$ cat src/rtl/dmem_pkg.sv
// dmem_pkg: shared arbiter state type, port identifiers and byte-address helpers
package dmem_pkg;
   typedef enum logic [1:0] {IDLE, SERVE, LOCK} state_t;
   localparam logic PORT_CORE = 1'b0;
   localparam logic PORT_DMA  = 1'b1;
   // Word aligned and inside a memory of 2**aw words.
   function automatic logic addr_ok(input logic [31:0] addr, input int aw);
      return (addr[1:0] == 2'b00) && ((addr >> (aw + 2)) == 32'd0);
   endfunction
   // Word index, zero-extended to 32 bits.
   function automatic logic [31:0] word_idx(input logic [31:0] addr, input int aw);
      return (addr >> 2) & ((32'd1 << aw) - 32'd1);
   endfunction
endpackage

$ cat src/rtl/dmem_addr_check.sv
// dmem_addr_check: combinational alignment/range check and word index of a byte address
//   addr  in   byte address of the granted request
//   ok    out  1 = word aligned and inside the memory
//   word  out  word index, zero-extended to 32 bits
module dmem_addr_check
   import dmem_pkg::*;
#(
   parameter int AW = 6
) (
   input  logic [31:0] addr,
   output logic        ok,
   output logic [31:0] word
);
   assign ok   = addr_ok(addr, AW);
   assign word = word_idx(addr, AW);
endmodule

$ cat src/rtl/dmem_arbiter.sv
// dmem_arbiter: shares the single-port data memory between the core (port 0) and a DMA/debug loader (port 1)
//   clk, rst    clock; asynchronous active-high reset
//   p0_*, p1_*  valid/ready request (we, byte addr, wdata); registered rvalid/rdata/err one cycle after accept
//   dma_lock    DMA asks for back-to-back ownership, bounded to MAX_BURST consecutive grants
//   mem_*       memory MemRead/MemWrite, word address, write data; mem_rdata is combinational read data
module dmem_arbiter
   import dmem_pkg::*;
#(
   parameter int DEPTH     = 64,
   parameter int AW        = $clog2(DEPTH),
   parameter int MAX_BURST = 8,
   parameter int CORE_PRIO = 1
) (
   input  logic        clk,
   input  logic        rst,
   input  logic        p0_valid,
   output logic        p0_ready,
   input  logic        p0_we,
   input  logic [31:0] p0_addr,
   input  logic [31:0] p0_wdata,
   output logic        p0_rvalid,
   output logic [31:0] p0_rdata,
   output logic        p0_err,
   input  logic        p1_valid,
   output logic        p1_ready,
   input  logic        p1_we,
   input  logic [31:0] p1_addr,
   input  logic [31:0] p1_wdata,
   output logic        p1_rvalid,
   output logic [31:0] p1_rdata,
   output logic        p1_err,
   input  logic        dma_lock,
   output logic        mem_read,
   output logic        mem_write,
   output logic [31:0] mem_addr,
   output logic [31:0] mem_wdata,
   input  logic [31:0] mem_rdata
);
   localparam int            BW        = $clog2(MAX_BURST + 1);
   localparam logic [BW-1:0] BURST_MAX = BW'(MAX_BURST);

   state_t        state, state_nx;
   logic          rr_last, rr_nx, idle, idle_nx, g0, g1, we, ok, acc;
   logic [BW-1:0] cnt, cnt_nx;
   logic [31:0]   addr, wdata, word;

   always_comb begin
      state_nx = state;
      cnt_nx   = cnt;
      idle_nx  = idle;
      g0       = 1'b0;
      g1       = 1'b0;
      if (state == LOCK) begin
         g1      = p1_valid;
         cnt_nx  = g1 ? cnt + 1'b1 : cnt;
         idle_nx = !p1_valid;
         // Lock dropped, burst budget spent, or DMA idle for a second cycle running.
         if (!dma_lock || (g1 && cnt_nx == BURST_MAX) || (!p1_valid && idle)) begin
            state_nx = SERVE;
            cnt_nx   = '0;
            idle_nx  = 1'b0;
         end
      end else begin
         // rr_last is the previous winner, so a conflict goes to the other port unless the core has priority.
         g0       = p0_valid && (!p1_valid || CORE_PRIO != 0 || rr_last == PORT_DMA);
         g1       = p1_valid && !g0;
         state_nx = (g0 || g1) ? SERVE : IDLE;
         if (g1 && dma_lock && MAX_BURST > 1) begin
            state_nx = LOCK;
            cnt_nx   = BW'(1);
            idle_nx  = 1'b0;
         end
      end
      // After a forced burst exit rr_last is already PORT_DMA, which hands the next conflict to the core.
      rr_nx = g1 ? PORT_DMA : g0 ? PORT_CORE : rr_last;
      if (rst) begin
         g0 = 1'b0;
         g1 = 1'b0;
      end
   end

   assign addr  = g1 ? p1_addr  : p0_addr;
   assign wdata = g1 ? p1_wdata : p0_wdata;
   assign we    = g1 ? p1_we    : p0_we;

   dmem_addr_check #(.AW(AW)) u_check (.addr(addr), .ok(ok), .word(word));

   assign acc       = (g0 || g1) && ok;
   assign p0_ready  = g0;
   assign p1_ready  = g1;
   assign mem_read  = acc && !we;
   assign mem_write = acc && we;
   assign mem_addr  = acc ? word  : '0;
   assign mem_wdata = acc ? wdata : '0;

   always_ff @(posedge clk or posedge rst) begin
      if (rst) begin
         state     <= IDLE;
         rr_last   <= PORT_DMA;
         cnt       <= '0;
         idle      <= 1'b0;
         p0_rvalid <= 1'b0;
         p0_err    <= 1'b0;
         p0_rdata  <= '0;
         p1_rvalid <= 1'b0;
         p1_err    <= 1'b0;
         p1_rdata  <= '0;
      end else begin
         state     <= state_nx;
         rr_last   <= rr_nx;
         cnt       <= cnt_nx;
         idle      <= idle_nx;
         p0_rvalid <= g0;
         p0_err    <= g0 && !ok;
         p0_rdata  <= (g0 && acc && !we) ? mem_rdata : '0;
         p1_rvalid <= g1;
         p1_err    <= g1 && !ok;
         p1_rdata  <= (g1 && acc && !we) ? mem_rdata : '0;
      end
   end
endmodule

$ cat config.mk
export PLATFORM = sky130hd
export DESIGN_NAME = dmem_arbiter
export DESIGN_NICKNAME = d
export VERILOG_FILES = /design/src/rtl/dmem_pkg.sv /design/src/rtl/dmem_addr_check.sv /design/src/rtl/dmem_arbiter.sv
export SDC_FILE = /design/constraint.sdc
export NUM_CORES = 1
export LEC_CHECK = 0
export ABC_CLOCK_PERIOD_IN_PS = 7000
export BUFFER_PORTS_ARGS = -buffer_cell sky130_fd_sc_hd__buf_2
export CAP_MARGIN = 20
export CORE_AREA = 3 3 116 118
export CTS_BUF_LIST = sky130_fd_sc_hd__clkbuf_2 sky130_fd_sc_hd__clkbuf_4 sky130_fd_sc_hd__clkbuf_8
export CTS_CLUSTER_SIZE = 28
export DETAILED_ROUTE_END_ITERATION = 12
export DIE_AREA = 0 0 119 121
export SLEW_MARGIN = 20
export SYNTH_ARGS = -nofsm -noshare
export SYNTH_HDL_FRONTEND = slang
export SYNTH_SLANG_ARGS = --single-unit
$ cat constraint.sdc
create_clock -name clk -period 7 [get_ports clk]
set_input_delay 1.4 -clock clk [delete_from_list [all_inputs] [get_ports clk]]
set_output_delay 1.4 -clock clk [all_outputs]
set_load 0.02 [all_outputs]
# Word level (Yosys, flattened, before mapping)
# Index checks and enable logic that the tools add are counted.
# classes
n_addsub,1
n_eq_ne,3
n_mux,22
reduce_logical,26
# op_table
cell,n
$mux 32,5
$logic_not 32->1,1
$mux 4,4
$logic_and 1x1->1,14
$mux 1,9
$mux 2,3
$mux 6,1
$logic_not 1->1,5
$add 4x1->4 const B,1
$eq 4x4->1 const B,1
$logic_or 1x1->1,4
$eq 2x2->1 const B,1
$logic_not 2->1,1
$ne 2x1->1 const B,1
$reduce_bool 2->1,1
# totals
reg_bits,75
inputBits,167
out_inout_bits,136
elab_cells,61

# Logic depth before layout (Yosys ltp)
# depth
ltp_word,11
depth_mapped,7
depth_no_buf,5

# Modules after synthesis
# Synthesis repeated with hierarchy kept, for this count alone.
# unflattened
cells_unflattened,488
area_unflattened_um2,4169.0
# by_module_without_submodules
module,instances,cells_per_inst,area_per_inst_um2,seq_area_each_um2
dmem_arbiter,1,445,3868.7,1876.8
dmem_addr_check,1,43,300.3,0.0

# Worst setup path before layout
# No wires, ideal clock.
# synth_path
path_kind,input port to output port
start,in rst
end,out mem_wdata[22]
arrival_ns,4.351
required_ns,5.600
setup_slack_ns,1.249
path_stages,5
n_path_buf,1
path_cell_list,inv_1 > nand3_1 > nor3_2 > buf_2 > a32o_1
# synth_via
elab_chain_len,6
elab_cells_between_ends,10
cone_classes,5 x mux; 5 x reduce/logical
# synth_rtl
element,line,text
"start, declared",dmem_arbiter.sv:15,"input logic rst,"
$mux 1,dmem_arbiter.sv:76,if (rst) begin
$mux 32,dmem_arbiter.sv:82,assign addr = g1 ? p1_addr : p0_addr;
$logic_not 32->1 / $logic_not 2->1 (equally long branches),dmem_pkg.sv:8,return (addr[1:0] == 2'b00) && ((addr >> (aw + 2)) == 32'd0);
$logic_and 1x1->1,dmem_pkg.sv:8,
$logic_and 1x1->1,dmem_arbiter.sv:88,assign acc = (g0 || g1) && ok;
$mux 32 (*),dmem_arbiter.sv:94,assign mem_wdata = acc ? wdata : '0;
"end, declared",dmem_arbiter.sv:36,"output logic [31:0] mem_wdata,"
# Mark *: on every way between the ends. The rest lies on a longest branch, timed or not.

# Final worst setup path
# layout_path
start,in p1_valid
end,out mem_wdata[24]
# layout_via
elab_chain_len,8
elab_cells_between_ends,11
cone_classes,5 x mux; 6 x reduce/logical
# layout_rtl
element,line,text
"start, declared",dmem_arbiter.sv:24,"input logic p1_valid,"
$logic_and 1x1->1,dmem_arbiter.sv:66,g1 = p1_valid && !g0;
$mux 1 (*),dmem_arbiter.sv:53,if (state == LOCK) begin
$mux 1 (*),dmem_arbiter.sv:76,
$mux 32,dmem_arbiter.sv:82,
$logic_not 32->1 / $logic_not 2->1 (equally long branches),dmem_pkg.sv:8,
$logic_and 1x1->1,dmem_pkg.sv:8,
$logic_and 1x1->1,dmem_arbiter.sv:88,
$mux 32 (*),dmem_arbiter.sv:94,
# Marks and branches as above.

==> metrics.csv <==
metric;value;unit
status;completed;
finalHoldViolCount;0;
synth_adder_area_share;0.00363;
synth_top_area_frac;0.545;
clk_pin_slew;0.09;ns
synth-simple-area-share;0.198;
overflow;0;
synth-main-ff-cell;dfrtp_1;
vdd_drop_max;0.0000815;V
firstDrtPassIters;4;
async_flop_share;1.00;
end_kind;output pin;
cts_root_buffer;clkbuf_8;
ys_seq_area_frac;0.545;
synth_edf_count;0;
grt_pass1_wl;17.3;mm
die_w;119;um
fmax;0.211;GHz
row_count;41;
synth_cell_type_count;32;
netlist_area;3440;um^2
hold_ws;0.528;ns
antenna_cells;0;
ys_ff_latch;75;
syn_inst;292;
layout-drive-gt1-share;0.533;
worstSetupPathType;in -> out;
syn_area_per_cell;11.8;um^2
grt_setup_unrepaired;no;
synth_top_family_by_area;simple AND/OR/NAND/NOR gates;
grtUsageTotal;0.154;
period_needed;4.73;ns
critPathLaunchType;input pin;
place_congestion;0.840;
areaGrowthSynthToFinish;47.2;%
cts_tree;yes;
grt_pass1_vias;3272;
p_leak;2.99;nW
cts_buffer_depth;2;
cts_max_level;3;
ys_warn_count;0;
fin_skew;0.0116;ns
viasPerCell;4.45;
drt.antenna.violating_nets;0;
drt-initial-drc-count;155;
critical_path_arrival;3.33;ns
fin_nets;733;
start_util;0.274;
synth.area.top_cells;dfrtp_1 (54%), and2_1 (12%), a32o_1 (11%);
worstHoldPathType;reg -> reg;
setup_violations;0;
portBuffers;276;
synthMuxAreaShare;0;
synth_compound_area_frac;0.144;
worst_pin_slew;0.929;ns
cts_made_buffers;9;
setup_tns;0;ns
slew_violations;0;
slew_headroom;0.380;
io_pins;303;
die_area;14400;um^2
vias;3304;
wl;11.6;mm
cts_setup_buffers;0;
crit_required;5.60;ns
cts_resized;0;
cts.sinks;75;
ctsHoldBuffers;0;
drc;0;
worst_skew_pair.late_latency;0.35;ns
synthXorXnorAreaFrac;0.00509;
yosysTopAreaCell;dfrtp_1;
n_fill_cell;1243;
core-area;12600;um^2
multi_input_area;1320;um^2
antenna_found_initial;0;
grt_max_degree;76;
crit_fanout;43;
cap_violations;0;
post_drt_wl_per_cell;15.7;um
hpwlAfterDp;9.59;mm
fin_crit_sh;0.676;
power_density;173;nW/um^2
regArea;1880;um^2
fp.dieH;121;um
==> power by group <==
group / switching, mW / internal [mW]
registers: 0.00393 / 0.437
logic: 0.0544 / 0.0426
clock network: 0.170 / 0.171
total: 0.228 / 0.650
==> stage by stage <==
stage	setup WS (ns)	std cells	instance area (um^2)	utilization	total power, mW
6_report	2.27	742	5070	0.403	0.878
5_1_grt	2.10	742	5070	0.403	0.922
4_1_cts	2.29	742	5070	0.403	0.891
3_5_place_dp	2.29	726	4860	0.387	0.547
3_3_place_gp	2.00	725	4850	0.386	0.545
2_1_floorplan	1.25	317	3540	-	0.497
==> final cells by class <==
cell class | count | area share
Inverter | 5 | 0.00370
Timing Repair Buffer | 282 | 0.282
Multi-Input combinational cell | 192 | 0.261
Sequential cell | 75 | 0.370
Clock buffer | 9 | 0.0244
Tap cell | 172 | 0.0424
Clock inverter | 7 | 0.0163
==> sequential cells by signal (all words and copies together) (netlist names) <==
| name | count |
|---|---|
| p1_rvalid | 1 |
| idle | 1 |
| p1_err | 1 |
| p0_rdata | 32 |
| p0_rvalid | 1 |
| state | 2 |
| p0_err | 1 |
| cnt | 4 |
| p1_rdata | 32 |
==> cell usage in the layout, fill, tap and decap left out, types with 3 or more instances in the layout <==
master    synthesis  routed
clkbuf_8          0       9
nand3_1           3       3
buf_4            30       5
a32o_1           39      39
buf_2             4     276
nand4_1           3       3
and2_1           66      66
inv_1             5       4
nor2_1            7       7
conb_1            1      26
inv_6             0       3
o21ai_0           5       5
dfrtp_1          75      75
nor4_1           12      12
a21o_1            3       3
nand2_1           6       6
a21oi_1           3       3
==> synthesized netlist by cell type, types with 4 or more instances <==
| master | instances |
|---|---|
| nand2_1 | 6 |
| a32o_1 | 39 |
| buf_4 | 30 |
| clkbuf_1 | 4 |
| nor4_1 | 12 |
| o21ai_0 | 5 |
| dfrtp_1 | 75 |
| inv_1 | 5 |
| nor2_1 | 7 |
| buf_2 | 4 |
| and2_1 | 66 |
| buf_6 | 7 |
==> critical path: stages <==
cell and delay, ns:
buf_2 0.17, and2b_1 0.22, o21ai_4 0.07, buf_4 0.26, nor3_4 0.58, buf_6 0.28
a32o_1 0.16, buf_2 0.17
==> cells by family (layout without fill, tap and decap cells) <==
| family | after synthesis | count (layout) |
|---|---|---|
| and+or+nand+nor | 108 | 108 |
| DFF | 75 | 75 |
| AOI/OAI and AO/OA | 55 | 55 |
| buffers and inverters | 50 | 303 |
| xor gates and xnor gates | 2 | 2 |
| adders and majority gates | 1 | 1 |
| other | 1 | 26 |
==> path summary, 6_finish.rpt <==
path	from	end	slack, ns	depth (start not counted)
max	p1_valid	mem_wdata[24]	2.27	8
min	cnt[3]$_DFFE_PP0P_	cnt[3]$_DFFE_PP0P_	0.53	1
max reg2reg	state[1]$_DFFE_PP0P_	p1_rdata[1]$_DFF_PP0_	5.14	6
min reg2reg	cnt[3]$_DFFE_PP0P_	cnt[3]$_DFFE_PP0P_	0.53	1
max in group asynchronous	rst	p0_rdata[30]$_DFF_PP0_	5.01	3
min in group asynchronous	rst	p0_rdata[8]$_DFF_PP0_	1.35	3
==> metal layers <==
metal  GRT usage  routed length [um]
met5           0                   0
met4      0.0391                  80
met3      0.0438                1020
met2       0.280                6070
met1       0.176                4470
Power figures use the tool's default switching activity.
